File: config.mk
export PLATFORM = sky130hd
export DESIGN_NAME = serial2parallel
export DESIGN_NICKNAME = d
export VERILOG_FILES = /design/src/rtl/s2p_pkg.sv /design/src/rtl/s2p_hold_reg.sv /design/src/rtl/serial2parallel.sv
export SDC_FILE = /design/constraint.sdc
export NUM_CORES = 1
export LEC_CHECK = 0
export BUFFER_PORTS_ARGS = -buffer_cell sky130_fd_sc_hd__buf_2
export CAP_MARGIN = 0
export CORE_AREA = 8 8 45 47
export CTS_CLUSTER_DIAMETER = 100
export DETAILED_ROUTE_END_ITERATION = 10
export DIE_AREA = 0 0 53 55
export SETUP_SLACK_MARGIN = 0.4
export SYNTH_ARGS = -nofsm -noshare
export SYNTH_HDL_FRONTEND = slang
export SYNTH_SLANG_ARGS = --single-unit
File: constraint.sdc
create_clock -name clk -period 1.7 [get_ports clk]
set_input_delay 0.17 -clock clk [delete_from_list [all_inputs] [get_ports clk]]
set_output_delay 0.17 -clock clk [all_outputs]
set_load 0.03 [all_outputs]
File: src/rtl/s2p_pkg.sv
// s2p_pkg: shared types and constants for the serial2parallel deserializer.
package s2p_pkg;

  localparam int DEFAULT_WIDTH = 4;
  localparam int ERR_CNT_W     = 8;

  typedef enum logic {
    S_IDLE  = 1'b0,
    S_SHIFT = 1'b1
  } state_t;

endpackage

File: src/rtl/s2p_hold_reg.sv
// s2p_hold_reg: one-entry valid/ready holding register for reassembled words.
// A completed word is taken when the register is empty or draining this cycle;
// otherwise the word is dropped and ovf pulses for one cycle.
import s2p_pkg::*;

module s2p_hold_reg #(
  parameter int WIDTH = DEFAULT_WIDTH
) (
  input  logic             clk,
  input  logic             rst,
  input  logic             load,
  input  logic [WIDTH-1:0] word,
  input  logic             ready_in,
  output logic [WIDTH-1:0] dout,
  output logic             valid_out,
  output logic             ovf
);

  logic accept;

  assign accept = !valid_out || ready_in;

  // Load, drop-with-overflow, or drain the held word.
  always_ff @(posedge clk or posedge rst) begin
    if (rst) begin
      dout      <= '0;
      valid_out <= 1'b0;
      ovf       <= 1'b0;
    end else begin
      ovf <= 1'b0;
      if (load) begin
        if (accept) begin
          dout      <= word;
          valid_out <= 1'b1;
        end else begin
          ovf <= 1'b1;
        end
      end else if (valid_out && ready_in) begin
        dout      <= '0;
        valid_out <= 1'b0;
      end
    end
  end

endmodule

File: src/rtl/serial2parallel.sv
// serial2parallel: rebuilds WIDTH-bit words from an MSB-first serial stream
// with a word-start strobe. Early strobes abort the partial frame (frame_err).
// Optional feature macro: SERIAL2PARALLEL_ERR_CNT_EN adds a saturating
// 8-bit error counter output err_cnt.
import s2p_pkg::*;

module serial2parallel #(
  parameter int WIDTH = DEFAULT_WIDTH
) (
  input  logic             clk,
  input  logic             rst,
  input  logic             din,
  input  logic             valid_in,
  output logic [WIDTH-1:0] dout,
  output logic             valid_out,
  input  logic             ready_in,
  output logic             frame_err,
  output logic             ovf
`ifdef SERIAL2PARALLEL_ERR_CNT_EN
  ,
  output logic [ERR_CNT_W-1:0] err_cnt
`endif
);

  localparam int CNT_W = $clog2(WIDTH);
  localparam logic [CNT_W-1:0] LAST = CNT_W'(WIDTH - 1);

  state_t           state;
  logic [CNT_W-1:0] cnt;
  logic [WIDTH-2:0] sh;
  logic [WIDTH-1:0] shifted;
  logic             word_done;

  // The shifter only stores WIDTH-1 bits; the final bit comes straight from din.
  assign shifted   = {sh, din};
  assign word_done = (state == S_SHIFT) && !valid_in && (cnt == LAST);

  // Frame FSM and shifter: strobes start frames, early strobes restart them.
  always_ff @(posedge clk or posedge rst) begin
    if (rst) begin
      state     <= S_IDLE;
      cnt       <= '0;
      sh        <= '0;
      frame_err <= 1'b0;
    end else begin
      frame_err <= 1'b0;
      case (state)
        S_IDLE: begin
          if (valid_in) begin
            sh    <= shifted[WIDTH-2:0];
            cnt   <= CNT_W'(1);
            state <= S_SHIFT;
          end
        end
        S_SHIFT: begin
          if (valid_in) begin
            frame_err <= 1'b1;
            sh        <= shifted[WIDTH-2:0];
            cnt       <= CNT_W'(1);
          end else if (cnt == LAST) begin
            cnt   <= '0;
            state <= S_IDLE;
          end else begin
            sh  <= shifted[WIDTH-2:0];
            cnt <= cnt + CNT_W'(1);
          end
        end
        default: state <= S_IDLE;
      endcase
    end
  end

  s2p_hold_reg #(
    .WIDTH(WIDTH)
  ) u_hold (
    .clk      (clk),
    .rst      (rst),
    .load     (word_done),
    .word     (shifted),
    .ready_in (ready_in),
    .dout     (dout),
    .valid_out(valid_out),
    .ovf      (ovf)
  );

`ifdef SERIAL2PARALLEL_ERR_CNT_EN
  // Count every error pulse, holding at all-ones instead of wrapping.
  always_ff @(posedge clk or posedge rst) begin
    if (rst) begin
      err_cnt <= '0;
    end else if ((frame_err || ovf) && (err_cnt != '1)) begin
      err_cnt <= err_cnt + ERR_CNT_W'(1);
    end
  end
`endif

endmodule

==> impl_metrics.toml <==
[detailed_routing]
wl_um = 948
vias_per_cell = 4.88
vias = 351
drt_iter0_drc = 2
ant_nets = 0
drcViolationCount = 0
firstDrtPassIters = 2
wire_per_inst_um = 13.2

[critical_path]
crit_path_end_kind = "flop"
path_cells = "ha_4, inv_4, a21oi_4, mux2_4"
required_ps = 1860
crit_arrival_ps = 1410
cpMaxStageDelayCell = "dfrtp_1"
critPathLaunchType = "flop"
max_stage_delay_ps = 400
cp_max_fo = 4
crit_type = "reg2reg"

[sta]
min_period_ps = 1250
rsz0062_at_grt = "true"
slew_headroom = 0.675
timing.final.ws_setup_ps = 452
fmax_mhz = 801
worst_pin_slew_ps = 488
min_period_over_period = 0.734
hold_viol = 0
tns_ps = 0
drv_slew = 0
skew_ps = 4.83
finalSetupViolCount = 0

[pwr]
power_mw = 1.14
ir_drop_v = 0.000634
p_per_area_nw_per_um2 = 1680
leakagePower_nw = 0.345

[global_routing]
grt_max_degree = 14
track_usage = 0.0783
grt-ovfl-total = 0
first_global_vias = 374
grt_pass1_wl_um = 1650
antenna_found_initial = 0

[synth]
syn_nets = 46
ys_types = 20
avgSynthCellArea_um2 = 13.4
synthCells = 40
netlist_area_um2 = 536
yosysSeqAreaShare = 0.607
yosys_warnings = 0
synth_seq_cells = 13

[place]
place.gp.congestion = 0.701
dp_cells = 67
placed_area_um2 = 611
post-dp-hpwl_um = 692
portBuffers = 11
pre_cts_slack_ps = 387

[min_path]
hp-class = "in2reg"

[finish]
antenna_cells = 0
fin_area_um2 = 681
drive_gt1_frac = 0.429
fin_cells = 72
syn2layout_area_growth_pct = 27.1
nets = 63
mostFrequentLayoutCell = "dfrtp_1"
layout.cells.most_common_list = "13 x dfrtp_1, 11 x buf_2, 3 x mux2_4, 3 x a22o_1, 3 x clkbuf_4"

[status]
status = "completed"

[floorplanning]
die_x_um = 53
start_util = 0.387
core_um2 = 1380
pin_count = 12
rows = 14
die_area_um2 = 2920
dieHeight_um = 55

[cts]
cts_tree = "built"
cts_buffers = 3
cts-root-buf = "clkbuf_4"
clockBufferDepth = 2
cts.sinks = 13
clkTransAtPathRegs_ps = 80
h-tree-depth = 1
clkLatencyLatePin_ps = 270

[run]
cap_violations = 0
## layer usage
metal,vias to the layer above,track usage,routed length [µm]
met5,-,0,0
met3,0,0.0267,104
met1,171,0.0874,423
met2,10,0.119,420
met4,0,0.0647,0
li1,170,-,-
## area by class of cell
class	count	area, µm²
sequential	13	325
fill	143	703
timing repair buffer	12	65.1
clock buffer	4	26.3
multi-input combinational	24	230
tap	16	20.0
inverter	3	13.8
## path summary, 6_finish.rpt
check,from,endpoint,slack [ps],depth (start not counted)
max,cnt[0],sh[2],450,4
min,valid_in,cnt[1],140,2
max reg2reg,cnt[0],sh[2],450,4
min reg2reg,u_hold.dout[3],u_hold.dout[3],500,1
max in group asynchronous,rst,state,920,3
min in group asynchronous,rst,u_hold.ovf,450,3
## cell families (layout without fill, tap and decap cells)
family                   after synthesis  after routing  share of synthesized area
buffers and inverters                  3             19                     0.0210
AND/OR/NAND/NOR                       10             10                      0.124
adder cells (fa/ha/maj)                1              1                     0.0234
AO/OA/AOI/OAI                          7              7                      0.107
flip-flops                            13             13                      0.607
XOR/XNOR                               1              1                     0.0164
multiplexers                           5              5                      0.100
## registers in the layout, summed over array words and instances (netlist names)
name              flops
state                 1
u_hold.dout           4
frame_err             1
u_hold.valid_out      1
cnt                   2
u_hold.ovf            1
sh                    3
## through the flow
step / utilization / hold WS (ps)
4_1_cts: 0.473 / 123
2_1_floorplan: - / 47.0
6_report: 0.492 / 141
3_3_place_gp: 0.441 / 219
5_1_grt: 0.492 / 150
3_5_place_dp: 0.441 / 216
## worst max-delay path: cells and delay by family, from the launching register on
kind / cells / cell delay (ps)
multiplexers: 1 / 320
AO/OA/AOI/OAI: 1 / 210
adder cells (fa/ha/maj): 1 / 170
flip-flops: 1 / 400
buffers and inverters: 1 / 40
## where the power goes
part / total, mW / switching (mW) / internal (mW) / leakage (nW)
Sequential: 0.507 / 0.0928 / 0.414 / 0.160
Combinational: 0.446 / 0.236 / 0.209 / 0.170
Clock: 0.188 / 0.0973 / 0.0908 / 0.0150
Total: 1.14 / 0.426 / 0.714 / 0.345
## timing repair
item                                   4_1_cts  5_1_grt
gates resized for setup                      1        7
pin swaps                                    0        2
endpoints found under the hold margin       13        0
hold buffers                                 1        0
buffers inserted                             0        0
setup endpoints to repair                    3        3
## Yosys cell counts
master,instances,share of area
ha_1,1,0.023
inv_1,3,0.021
or2b_1,1,0.014
nand3b_2,1,0.021
nand2b_1,1,0.012
dfrtp_1,13,0.61
and2b_1,1,0.014
a22o_1,3,0.049
o21ai_0,1,0.0093
and3b_1,1,0.016
a21oi_2,1,0.016
nor2_1,2,0.014
nor2_2,1,0.012
a32oi_1,1,0.016
xnor2_1,1,0.016
o21ai_2,1,0.016
mux2i_1,2,0.037
and2_2,1,0.014
mux2_1,3,0.063
nand2_1,1,0.0070
(Power assumes the default switching activity.)
